<file path="src/rtl/seg_scan_mux_pkg.sv">
// Shared constants and helpers for the multiplexed 7-segment scanner.
// Provides the digit width, the all-off anode pattern and leading-zero mask logic.
package seg_pkg;

  localparam int DIGIT_W    = 4;
  localparam int MAX_DIGITS = 8;

  localparam logic [MAX_DIGITS-1:0] AN_OFF = '1;

  function automatic int clog2(input int n);
    int r;
    r = 1;
    for (int i = 1; i < 31; i++) begin
      if ((1 << i) < n) r = i + 1;
    end
    return r;
  endfunction

  // Bit k set when digit k and every digit above it hold zero; digit 0 is never masked.
  function automatic logic [MAX_DIGITS-1:0] lz_mask(
    input logic [DIGIT_W*MAX_DIGITS-1:0] val,
    input int                            num_digits
  );
    logic                  seen;
    logic [MAX_DIGITS-1:0] m;
    seen = 1'b0;
    m    = '0;
    for (int k = MAX_DIGITS - 1; k > 0; k--) begin
      if (k < num_digits) begin
        if (val[DIGIT_W*k +: DIGIT_W] != '0) seen = 1'b1;
        m[k] = ~seen;
      end
    end
    return m;
  endfunction

endpackage

</file>
<file path="src/rtl/seg_scan_mux_if.sv">
// Display-side bundle of the scanner: control/load inputs and per-digit drive outputs.
// The master side feeds values and observes the scan; the slave side is the scanner.
interface seg_scan_mux_if
  import seg_pkg::*;
#(
  parameter int NUM_DIGITS = 8
);

  logic                          enable;
  logic                          load;
  logic [DIGIT_W*NUM_DIGITS-1:0] value;
  logic [NUM_DIGITS-1:0]         dp_in;
  logic [DIGIT_W-1:0]            nibble;
  logic [NUM_DIGITS-1:0]         an;
  logic                          dp_n;
  logic                          blank;
  logic                          frame_done;

  modport master (
    output enable, load, value, dp_in,
    input  nibble, an, dp_n, blank, frame_done
  );

  modport slave (
    input  enable, load, value, dp_in,
    output nibble, an, dp_n, blank, frame_done
  );

endinterface

</file>
<file path="src/rtl/seg_refresh_div.sv">
// Free-running refresh divider: counts 0..REFRESH_DIV-1 and flags the last count.
module seg_refresh_div
  import seg_pkg::*;
#(
  parameter int REFRESH_DIV = 100000
) (
  input  logic clk,
  input  logic rst,
  output logic o_tick
);

  localparam int CW = clog2(REFRESH_DIV);

  logic [CW-1:0] r_div_cnt;
  logic          w_last;

  assign w_last = (r_div_cnt == CW'(REFRESH_DIV - 1));

  always_ff @(posedge clk or posedge rst) begin
    if (rst) begin
      r_div_cnt <= '0;
    end else if (w_last) begin
      r_div_cnt <= '0;
    end else begin
      r_div_cnt <= r_div_cnt + CW'(1);
    end
  end

  assign o_tick = w_last;

endmodule

</file>
<file path="src/rtl/seg_scan_mux.sv">
// Common-anode multi-digit scanner feeding a nibble-to-segment decoder.
// New display words are taken only at frame boundaries so a frame is never torn.
module seg_scan_mux
  import seg_pkg::*;
#(
  parameter int NUM_DIGITS  = 8,
  parameter int REFRESH_DIV = 100000,
  parameter int LZ_BLANK    = 1
) (
  input  logic          clk,
  input  logic          rst,
  seg_scan_mux_if.slave io_scan
);

  localparam int IDX_W     = clog2(NUM_DIGITS);
  localparam int IDX_MAX_W = clog2(MAX_DIGITS);
  localparam int VAL_W     = DIGIT_W * NUM_DIGITS;
  localparam int LZ_W      = DIGIT_W * MAX_DIGITS;

  logic                  w_tick;
  logic                  w_last_digit;
  logic                  w_wrap;

  logic [IDX_W-1:0]      r_idx_p0;
  logic [VAL_W-1:0]      r_disp_p0;
  logic [NUM_DIGITS-1:0] r_disp_dp_p0;
  logic [VAL_W-1:0]      r_pend;
  logic [NUM_DIGITS-1:0] r_pend_dp;
  logic                  r_pend_vld;

  logic [MAX_DIGITS-1:0] w_lz_full;
  logic                  w_lz_cur;
  logic                  w_vis;
  logic [NUM_DIGITS-1:0] w_sel;

  logic [NUM_DIGITS-1:0] r_an_p1;
  logic [DIGIT_W-1:0]    r_nibble_p1;
  logic                  r_dp_n_p1;
  logic                  r_blank_p1;
  logic                  r_frame_done_p1;

  seg_refresh_div #(
    .REFRESH_DIV(REFRESH_DIV)
  ) u_div (
    .clk   (clk),
    .rst   (rst),
    .o_tick(w_tick)
  );

  assign w_last_digit = (r_idx_p0 == IDX_W'(NUM_DIGITS - 1));
  assign w_wrap       = w_tick && w_last_digit;

  // Stage p0: digit index and the committed display word
  always_ff @(posedge clk or posedge rst) begin
    if (rst) begin
      r_idx_p0 <= '0;
    end else if (w_tick) begin
      r_idx_p0 <= w_last_digit ? '0 : r_idx_p0 + IDX_W'(1);
    end
  end

  // A load landing on the wrap cycle goes straight to the display and cancels any pending word.
  always_ff @(posedge clk or posedge rst) begin
    if (rst) begin
      r_disp_p0    <= '0;
      r_disp_dp_p0 <= '0;
      r_pend       <= '0;
      r_pend_dp    <= '0;
      r_pend_vld   <= 1'b0;
    end else if (w_wrap && io_scan.load) begin
      r_disp_p0    <= io_scan.value;
      r_disp_dp_p0 <= io_scan.dp_in;
      r_pend_vld   <= 1'b0;
    end else if (w_wrap && r_pend_vld) begin
      r_disp_p0    <= r_pend;
      r_disp_dp_p0 <= r_pend_dp;
      r_pend_vld   <= 1'b0;
    end else if (io_scan.load) begin
      r_pend       <= io_scan.value;
      r_pend_dp    <= io_scan.dp_in;
      r_pend_vld   <= 1'b1;
    end
  end

  assign w_lz_full = lz_mask(LZ_W'(r_disp_p0), NUM_DIGITS);
  assign w_lz_cur  = (LZ_BLANK != 0) && w_lz_full[IDX_MAX_W'(r_idx_p0)];
  assign w_vis     = io_scan.enable && !w_lz_cur;
  assign w_sel     = NUM_DIGITS'(1) << r_idx_p0;

  // Stage p1: registered display drive
  always_ff @(posedge clk or posedge rst) begin
    if (rst) begin
      r_an_p1         <= AN_OFF[NUM_DIGITS-1:0];
      r_nibble_p1     <= '0;
      r_dp_n_p1       <= 1'b1;
      r_blank_p1      <= 1'b1;
      r_frame_done_p1 <= 1'b0;
    end else begin
      r_an_p1         <= w_vis ? ~w_sel : AN_OFF[NUM_DIGITS-1:0];
      r_nibble_p1     <= r_disp_p0[DIGIT_W*r_idx_p0 +: DIGIT_W];
      r_dp_n_p1       <= ~(w_vis && r_disp_dp_p0[r_idx_p0]);
      r_blank_p1      <= ~w_vis;
      r_frame_done_p1 <= w_wrap;
    end
  end

  assign io_scan.an         = r_an_p1;
  assign io_scan.nibble     = r_nibble_p1;
  assign io_scan.dp_n       = r_dp_n_p1;
  assign io_scan.blank      = r_blank_p1;
  assign io_scan.frame_done = r_frame_done_p1;

endmodule
</file>
<file path="src/flat_wrapper.sv">
// flat-port wrapper written by rule: the top's interface ports become plain ports
module seg_scan_mux_flat import seg_pkg::*;
#(
  parameter int NUM_DIGITS  = 8,
  parameter int REFRESH_DIV = 100000,
  parameter int LZ_BLANK    = 1
)
  (clk, rst, io_scan_enable, io_scan_load, io_scan_value, io_scan_dp_in, io_scan_nibble, io_scan_an, io_scan_dp_n, io_scan_blank, io_scan_frame_done);
  seg_scan_mux_if #(.NUM_DIGITS(NUM_DIGITS)) io_scan_i ();
  input  logic clk;
  input  logic rst;
  input wire logic [$bits(io_scan_i.enable)-1:0] io_scan_enable;
  input wire logic [$bits(io_scan_i.load)-1:0] io_scan_load;
  input wire logic [$bits(io_scan_i.value)-1:0] io_scan_value;
  input wire logic [$bits(io_scan_i.dp_in)-1:0] io_scan_dp_in;
  output wire logic [$bits(io_scan_i.nibble)-1:0] io_scan_nibble;
  output wire logic [$bits(io_scan_i.an)-1:0] io_scan_an;
  output wire logic [$bits(io_scan_i.dp_n)-1:0] io_scan_dp_n;
  output wire logic [$bits(io_scan_i.blank)-1:0] io_scan_blank;
  output wire logic [$bits(io_scan_i.frame_done)-1:0] io_scan_frame_done;
  assign io_scan_i.enable = io_scan_enable;
  assign io_scan_i.load = io_scan_load;
  assign io_scan_i.value = io_scan_value;
  assign io_scan_i.dp_in = io_scan_dp_in;
  assign io_scan_nibble = io_scan_i.nibble;
  assign io_scan_an = io_scan_i.an;
  assign io_scan_dp_n = io_scan_i.dp_n;
  assign io_scan_blank = io_scan_i.blank;
  assign io_scan_frame_done = io_scan_i.frame_done;
  seg_scan_mux #(.NUM_DIGITS(NUM_DIGITS), .REFRESH_DIV(REFRESH_DIV), .LZ_BLANK(LZ_BLANK)) u_core (.clk(clk), .rst(rst), .io_scan(io_scan_i));
endmodule
</file>
<file path="config.mk">
export PLATFORM = sky130hd
export DESIGN_NAME = seg_scan_mux_flat
export DESIGN_NICKNAME = d
export VERILOG_FILES = /design/src/rtl/seg_scan_mux_pkg.sv /design/src/rtl/seg_scan_mux_if.sv /design/src/rtl/seg_refresh_div.sv /design/src/rtl/seg_scan_mux.sv /design/src/flat_wrapper.sv
export SDC_FILE = /design/constraint.sdc
export NUM_CORES = 1
export LEC_CHECK = 0
export CAP_MARGIN = 15
export CORE_ASPECT_RATIO = 0.5
export CORE_MARGIN = 2
export CORE_UTILIZATION = 50
export CTS_CLUSTER_DIAMETER = 30
export DETAILED_ROUTE_END_ITERATION = 8
export PLACE_DENSITY = 0.71
export SETUP_SLACK_MARGIN = 0.15
export SLEW_MARGIN = 20
export SYNTH_ARGS = -nofsm -noshare
export SYNTH_HDL_FRONTEND = slang
export SYNTH_HIERARCHICAL = 1
export SYNTH_SLANG_ARGS = --single-unit
</file>
<file path="constraint.sdc">
create_clock -name clk -period 5.3 [get_ports clk]
set_input_delay 1.59 -clock clk [delete_from_list [all_inputs] [get_ports clk]]
set_output_delay 1.59 -clock clk [all_outputs]
set_load 0.01 [all_outputs]
</file>
### Yosys cells after proc, flatten, opt, wreduce, memory -nomap -nowiden

Index checks and enable logic that the tools add are counted.
Widths: inputs -> output; s select.

| storage, ports and cells | value |
|---|---|
| flip-flop bits (word level) | 116 |
| output and inout port bits | 15 |
| word-level logic and storage cells | 68 |

| operators by class | value |
|---|---|
| $add $sub $neg | 2 |
| magnitude comparators | 1 |
| equality and inequality tests | 2 |
| shift-type cells | 2 |
| multiplexer cells | 21 |
| bitwise operators | 12 |
| reductions and logical operators | 16 |

Operators with widths:

| operator | count |
|---|---|
| $mux 32 | 2 |
| $shiftx 32x6->4 | 1 |
| $reduce_bool 4->1 | 7 |
| $mux 8 | 3 |
| $add 17x1->17 const B | 1 |
| $eq 17x17->1 const B | 1 |
| $mux 17 | 1 |
| $mux 1 | 12 |
| $not 1->1 | 11 |
| $not 8->8 | 1 |
| $shl 1x3->8 const A | 1 |
| $bmux 1 s3 | 2 |
| $logic_and 1x1->1 | 5 |
| $lt 3x4->1 const B | 1 |
| $add 3x1->3 const B | 1 |
| $eq 3x3->1 const B | 1 |
| $mux 3 | 1 |
| $reduce_and 3->1 | 1 |
| $reduce_bool 3->1 | 1 |
| $reduce_bool 2->1 | 1 |
| $logic_not 1->1 | 1 |

### Logic depth before layout (Yosys ltp)

Gate-level depths: netlist of the first run.

| logic depth | value |
|---|---|
| depth in word-level cells | 15 |
| depth in mapped cells | 11 |
| depth with buffers taken out | 9 |

### By module

The synthesis of the first run kept the hierarchy.

Modules (own cells, without submodules):

| module | times used | cells each | area each (um^2) | seq. area each (um^2) |
|---|---|---|---|---|
| seg_scan_mux | 1 | 371 | 4451.8 | 2489.9 |
| seg_refresh_div | 1 | 75 | 825.8 | 425.4 |

### Worst setup path before layout of the first run

OpenSTA, ideal clock, no wires.

| timing path | value |
|---|---|
| kind | input port to flip-flop |
| start point | in io_scan_load |
| end point | reg u_core.r_pend[23] |
| library setup time | 0.125 ns |
| arrival time | 2.623 ns |
| slack | 2.552 ns |
| cell stages on the path | 5 |
| path buffers | 2 |
| path through | clkbuf_1 inv_1 nor2_1 buf_4 mux2_2 |

| on the way | value |
|---|---|
| longest elaborated chain between the ends | 3 |

Ends and longest elaborated chain:

| what | line | source |
|---|---|---|
| from (decl) | flat_wrapper.sv:13 | `input wire logic [$bits(io_scan_i.load)-1:0] io_scan_load;` |
| $logic_and 1x1->1 | seg_scan_mux.sv:70 | `end else if (w_wrap && io_scan.load) begin` |
| $not 1->1 (no source line) | - |  |
| $reduce_and 3->1 (no source line) * | - |  |
| to (signal assigned) | seg_scan_mux.sv:79 | `r_pend <= io_scan.value;` |
| to (decl) | seg_scan_mux.sv:27 | `logic [VAL_W-1:0] r_pend;` |

Every way passes the cells marked *; elsewhere a longest branch is shown, timed or not.
A chain may end at the register's enable or synchronous reset.

### Worst setup path in the final report of the first run

| timing path | value |
|---|---|
| start point | in io_scan_load |
| end point | reg u_core.r_pend_dp[1] |

| on the way | value |
|---|---|
| longest elaborated chain between the ends | 3 |

Ends and longest elaborated chain:

| what | line | source |
|---|---|---|
| $logic_and 1x1->1 | seg_scan_mux.sv:70 |  |
| $not 1->1 (no source line) | - |  |
| $reduce_and 3->1 (no source line) * | - |  |
| to (signal assigned) | seg_scan_mux.sv:80 | `r_pend_dp <= io_scan.dp_in;` |
| to (decl) | seg_scan_mux.sv:28 | `logic [NUM_DIGITS-1:0] r_pend_dp;` |

Marked as above.

==> results of run 1 <==
==> worst reg2reg max path, delay by kind of cell, from the launching register on <==
kind	cells	cell delay, ns
flip-flops	1	0.40
buffers and inverters	4	1.08
adder cells (fa/ha/maj)	1	0.24
multiplexers	1	0.41
AND/OR/NAND/NOR	5	1.06
==> state kept, by name (all words and copies together), names as in the netlist <==
register / flops
u_core/io_scan.nibble: 4
u_core/r_disp_dp_p0: 8
u_core/r_pend: 32
u_core/u_div/r_div_cnt: 17
u_core/r_pend_dp: 8
u_core/io_scan.dp_n: 1
u_core/r_disp_p0: 32
u_core/r_idx_p0: 3
u_core/r_pend_vld: 1
u_core/io_scan.an: 8
u_core/io_scan.blank: 1
u_core/io_scan.frame_done: 1
==> synth_stat cells (all sizes together), types with 4 or more instances <==
library cell / instances / area (µm²)
dfrtp: 106 / 2653
nand2: 55 / 214.0
mux2: 40 / 450.4
o21ai: 33 / 168.9
a22oi: 30 / 239.0
o22ai: 19 / 118.9
nor2: 16 / 60.06
a21oi: 15 / 78.83
clkbuf: 15 / 67.56
buf: 11 / 65.07
xnor2: 11 / 96.34
dfstp: 10 / 262.8
mux4: 10 / 232.7
inv: 9 / 33.78
nand4: 8 / 65.06
ha: 7 / 87.58
nand3: 7 / 35.03
nor3: 6 / 35.03
or4: 6 / 52.55
nor4: 5 / 58.80
a31oi: 4 / 25.02
xor2: 4 / 35.03
==> final cells by class <==
type                    count  area (µm²)
clock buffers              20       466.7
clock inverters            12       152.6
fillers                   788        3654
inverters                  10       40.04
multi-input cells         294        2211
flip-flops and latches    116        2915
well taps                 140       175.2
repair buffers             65       633.1
==> worst max path at each step <==
stage	startpoint	end	slack, ns	cells past startpoint
2_1_floorplan	rst	u_core/io_scan.frame_done	1.14	1
4_1_cts	io_scan_load	u_core/r_pend_dp[1]	1.56	6
5_1_grt	io_scan_load	u_core/r_pend_dp[1]	1.45	6
6_report	io_scan_load	u_core/r_pend_dp[1]	1.57	6
3_5_place_dp	io_scan_load	u_core/r_pend_dp[1]	1.16	6
3_3_place_gp	io_scan_load	u_core/r_pend[15]	1.22	6
==> cell families after synthesis <==
family / after synthesis / share of synthesized area
flip-flops: 116 / 0.5524
adder cells (fa/ha/maj): 7 / 0.01659
AND/OR/NAND/NOR: 113 / 0.1124
buffers and inverters: 36 / 0.03224
XOR/XNOR: 15 / 0.02489
AO/OA/AOI/OAI: 108 / 0.1302
multiplexers: 51 / 0.1313
==> cell usage in the layout, fill, tap and decap left out, drive strengths merged, types with 2 or more instances in the layout <==
cell type and count:
nor2 16, a22oi 30, clkinv 5, nor3 6
o211ai 3, nor4 5, mux2 40, a31oi 4
a41oi 2, ha 7, and4 2, mux4 10
o21ai 33, dfstp 10, inv 10, nand3 7
clkbuf 20, clkdlybuf4s50 58, xnor2 11, or4 6
a21oi 15, nand2 55, clkinvlp 4, and2 3
buf 7, nor2b 3, xor2 4, nand4 8
bufinv 3, o22ai 19, dfrtp 106
==> per-layer routing <==
metal  routed length, µm  GRT usage  vias up
met3                 742    0.06946       17
met5                   0          0        -
met4                 146    0.07905        0
li1                    -          -     1755
met1                5465     0.3172     1937
met2                5316     0.3276      129
==> power groups by stage <==
stage	logic, mW	registers, mW	clock network (mW)
floorplan	0.0953	0.965	0
global placement	0.156	0.971	0
detailed placement	0.159	0.973	0
CTS	0.162	0.958	1.20
global route	0.176	0.964	1.25
finish	0.160	0.959	1.19
==> impl_metrics.tcl, run 1 <==
set metrics [dict create \
    status "complete, no violations" \
    clkPwrFrac 0.515 \
    pin_count_of_the_biggest_net_entering_global_routing 74 \
    tritoncts "done" \
    syn-mean-instance-area_um2 11.83 \
    clock_period_minus_final_worst_setup_slack_ns 3.727 \
    cts.repair.resized 0 \
    setup.worst_path.class "in -> reg" \
    grt.total_usage 0.2240 \
    h_tree_levels 4 \
    final_net_count 555 \
    detail_route.iter0.violations 306 \
    power.combinational.fraction 0.069 \
    yosysUniqueCellTypes 48 \
    skew_ns 0.01168 \
    setup_tns_ns 0 \
    finalHoldWorstSlack_ns 0.4869 \
    total_switching_power_mw 0.5122 \
    cap_viol_max_count 0 \
    antennaDiodeCount 0 \
    clock_edge_transition_at_the_registers_on_the_reported_setup_and_hold_paths_ns 0.05 \
    dieArea_mm2 0.01144 \
    rsz0062_at_grt "false" \
    timing.final.ws_setup_ns 1.573 \
    final_antenna_net_count 0 \
    min_from "u_core/u_div/r_div_cnt[0]" \
    synth_edf_count 0 \
    worstSetupEndpointType "register" \
    dpl.cell_count 625 \
    timing.hold.worst_path_depth 1 \
    floorplan.rows 26 \
    timing_worst_slew_pin_value_ns 0.9155 \
    power.share.switching 0.2222 \
    dp_hpwl_um 7449 \
    synthFlopType "dfrtp_1" \
    detail_route.wl_per_cell_um 17.76 \
    critical_path_buf_inv_count 4 \
    io_buffers 58 \
    grt_antenna_before_repair 0 \
    post-route-period-util 0.7033 \
    grt_pass1_vias 3778 \
    hp-class "reg -> reg" \
    worst_setup_path_start_kind "input pin" \
    power.leakage_nw 2.793 \
    preCtsSetupSlack_ns 1.164 \
    largest_delay_contributor_family_on_the_critical_path "buffers and inverters" \
    cp_slowest_stage_delay_ns 0.46 \
    globalplace.congestion 0.7802 \
    initial_core_util 0.5150 \
    timing.hold.worst_endpoint "u_core/u_div/r_div_cnt[0]" \
    drive_above_1_share 0.2089 \
    syn-cell-area_mm2 0.005278 \
    crit_path_max_fanout 36 \
    netlist_instances 446 \
    regToRegEndpoint "u_core/r_pend_dp[1]" \
    cts-buffers-inserted 17 \
    longest_clk_path_bufs 2 \
    vias 3838 \
    synth_fp_nets 497 \
    design_area_final_mm2 0.006594 \
    power_frac_seq 0.416 \
    register_area_share_after_synthesis 0.5524 \
    cts_root_buffer "clkbuf_16" \
    drt_pre_antenna_iters 4 \
    ys.warnings.count 6 \
    async_flop_share 1.000 \
    finalWirelength_um 11670 \
    postCtsSetupRepairBufs 0 \
    timing.reg2reg.setup_slack_ns 1.98 \
    startpoint_of_the_worst_slack_reg_to_reg_timing_path "u_core/u_div/r_div_cnt[0]" \
    number_of_slew_limit_violations_in_the_final_report 0 \
    grt_overflow 0 \
    postSynthRegisterBits 116 \
    vdd_drop_max_mv 0.2034 \
    report.final.hold_viol_count 0 \
    postPlaceCellArea_mm2 0.005974 \
    fp.dieH_um 76.65 \
    report.power.total_mw 2.305 \
    dr_drc_count 0 \
    core_region_area_mm2 0.01025 \
    worstRegToRegCells 11 \
    ioPinCount 59 \
    power_density_mw_per_mm2 349.6 \
    cts-hold-fix-buffers 0 \
    final_core_utilization 0.6435 \
    grt_first_pass_wirelength_um 19540 \
    total_of_endpoints_with_negative_setup_slack_in_the_final_report 0 \
    timing.max_slew.rel_slack 0.3897 \
    via_per_inst 5.842 \
    die_w_um 149.3 \
    clock_sink_count 116 \
    design_internal_power_mw 1.793 \
    cp.arrival_ns 4.02 \
    critical_path.slowest_cell "clkdlybuf4s50_1" \
    clock_latency_of_the_later_clocked_register_in_the_worst_skew_pair_ns 0.42 \
    fmax_mhz 268.3 \
    cp_data_required_time_ns 5.59 \
    crit_top_cell "buf_4" \
    layoutNonFillerInstCount 657 \
    path_cells "clkdlybuf4s50_1 -> buf_4 -> inv_1 -> nor2_4 -> buf_4 -> mux2_2" \
    synthToLayoutAreaGrowth_pct 24.94 \
]
Power figures use the tool's default switching activity.
==> run 2: changes to the inputs <==
Settings changed: PLACE_DENSITY 0.71 to 0.74.
Clock period 5.3 ns to 3 ns, I/O delays scaled along.
==> run 2 against run 1 <==
  * Register-to-register slack lost 1.4 ns
  * Count of clock-buffer cells in the layout grew 2
  * Power grew 78%
  * Die area is the same
  * Via count is essentially flat
  * Hold slack is essentially flat
  * Final cell count grew 0.91%
  * Wire length grew 2.1%
  * Critical path type is now reg -> reg
  * Critical endpoint is now u_core/r_disp_dp_p0[4]
  * Largest cell class unchanged
==> impl_metrics.tcl, run 2 (synthesis results as in run 1) <==
set metrics [dict create \
    status "complete, no violations" \
    worstSetupEndpointType "register" \
    cts-buffers-inserted 17 \
    power_density_mw_per_mm2 615.2 \
    drt_pre_antenna_iters 7 \
    grt_antenna_before_repair 0 \
    power.combinational.fraction 0.071 \
    finalWirelength_um 11920 \
    skew_ns 0.01011 \
    grt_first_pass_wirelength_um 20120 \
    power_frac_seq 0.414 \
    clkPwrFrac 0.516 \
    floorplan.rows 26 \
    detail_route.iter0.violations 296 \
    setup.worst_path.class "reg -> reg" \
    grt.total_usage 0.2287 \
    dp_hpwl_um 7683 \
    clock_latency_of_the_later_clocked_register_in_the_worst_skew_pair_ns 0.41 \
    synthToLayoutAreaGrowth_pct 26.17 \
    sequential_cell_area_mm2 0.002915 \
    power.leakage_nw 2.829 \
    design_internal_power_mw 3.230 \
    total_of_endpoints_with_negative_setup_slack_in_the_final_report 0 \
    die_w_um 149.3 \
    post-route-period-util 0.7980 \
    layoutNonFillerInstCount 663 \
    power.share.switching 0.2116 \
    rsz0062_at_grt "false" \
    crit_path_max_fanout 10 \
    cts-hold-fix-buffers 0 \
    setup_tns_ns 0 \
    pin_count_of_the_biggest_net_entering_global_routing 100 \
    report.final.hold_viol_count 0 \
    grt_overflow 0 \
    initial_core_util 0.5150 \
    dieArea_mm2 0.01144 \
    postCtsSetupRepairBufs 0 \
    tritoncts "done" \
    cap_viol_max_count 0 \
    drive_above_1_share 0.2103 \
    num-fill-cells 792 \
    clock_sink_count 116 \
    cp_data_required_time_ns 3.29 \
    cts.repair.resized 0 \
    dr_drc_count 0 \
    longest_clk_path_bufs 2 \
    antennaDiodeCount 0 \
    worst_setup_path_start_kind "register" \
    globalplace.congestion 0.8274 \
    detail_route.wl_per_cell_um 17.97 \
    final_net_count 562 \
    cts_root_buffer "clkbuf_16" \
    clock_edge_transition_at_the_registers_on_the_reported_setup_and_hold_paths_ns 0.05 \
    cp.arrival_ns 2.68 \
    core_region_area_mm2 0.01025 \
    layout_top_registers "u_core/r_disp_p0: 32 flops, u_core/r_pend: 32 flops, u_core/u_div/r_div_cnt: 17 flops" \
    timing_worst_slew_pin_value_ns 0.6771 \
    via_per_inst 5.784 \
    vdd_drop_max_mv 0.3153 \
    startpoint "u_core/u_div/r_div_cnt[0]" \
    timing.max_slew.rel_slack 0.5486 \
    hp-class "reg -> reg" \
    dpl.cell_count 632 \
    io_buffers 58 \
    h_tree_levels 4 \
    final_antenna_net_count 0 \
    startpoint_of_the_worst_slack_reg_to_reg_timing_path "u_core/u_div/r_div_cnt[0]" \
    total_switching_power_mw 0.8669 \
    fmax_mhz 417.7 \
    number_of_slew_limit_violations_in_the_final_report 0 \
    min_from "u_core/r_pend[27]" \
    clock_period_minus_final_worst_setup_slack_ns 2.394 \
    layout.cells.most_common "dfrtp_1" \
    vias 3835 \
    multi_input_comb_area_mm2 0.002200 \
    fp.dieH_um 76.65 \
    ioPinCount 59 \
    layout.cells.most_common_list "dfrtp_1, clkdlybuf4s50_1, nand2_1, mux2_2, o21ai_0" \
    grt_pass1_vias 3909 \
]
-- run 2: worst paths after layout --
kind	cells after the start	end	slack [ns]
max	10	u_core/r_disp_dp_p0[4]	0.61
min	1	u_core/r_pend[27]	0.49
max reg2reg	10	u_core/r_disp_dp_p0[4]	0.61
min reg2reg	1	u_core/r_pend[27]	0.49
max in group asynchronous	3	u_core/r_disp_p0[24]	1.57
min in group asynchronous	2	u_core/u_div/r_div_cnt[10]	0.97
-- run 2: per-stage QoR --
| step | instance area, µm² | worst slack [ns] | total power [mW] | hold WS, ns | util |
|---|---|---|---|---|---|
| floorplan | 5281 | 0.7167 | 1.874 | 0.4425 | - |
| global placement | 6042 | 0.6192 | 1.997 | 0.4659 | 0.5896 |
| detailed placement | 6042 | 0.5817 | 2.008 | 0.4803 | 0.5896 |
| CTS | 6659 | 0.6154 | 4.130 | 0.4926 | 0.6498 |
| global route | 6659 | 0.3594 | 4.257 | 0.5121 | 0.6498 |
| finish | 6659 | 0.6059 | 4.097 | 0.4868 | 0.6498 |
-- run 2: power by group through the flow --
stage	registers (mW)	clock network [mW]	logic (mW)
after floorplan	1.71	0	0.169
after global placement	1.71	0	0.283
after detailed placement	1.72	0	0.289
after CTS	1.69	2.14	0.292
after global routing	1.70	2.24	0.318
final	1.69	2.11	0.289
-- run 2: cell type report --
type	instances	share of cell area
sequential	116	0.4378
multi-input combinational	294	0.3303
timing repair buffer	72	0.1067
clock buffer	22	0.06971
tap	140	0.02631
clock inverter	9	0.02292
inverter	10	0.006201
-- run 2: routing by layer --
layer / GRT usage / vias up / routed length [µm] / share of wire
li1: - / 1767 / - / -
met1: 0.3177 / 1924 / 5561 / 0.47
met2: 0.3465 / 126 / 5528 / 0.46
met3: 0.07365 / 18 / 661 / 0.055
met4: 0.06571 / 0 / 164 / 0.014
met5: 0 / - / 0 / 0
-- run 2: critical path, cell delays in order, from the launching register on --
cell and delay [ns]:
dfrtp_1 0.39, ha_1 0.22, nand3_1 0.13, nor2_1 0.19
and4_1 0.28, nand2_1 0.09, clkinv_1 0.18, buf_4 0.21
nand2_1 0.24, o22ai_1 0.25, a21oi_1 0.09
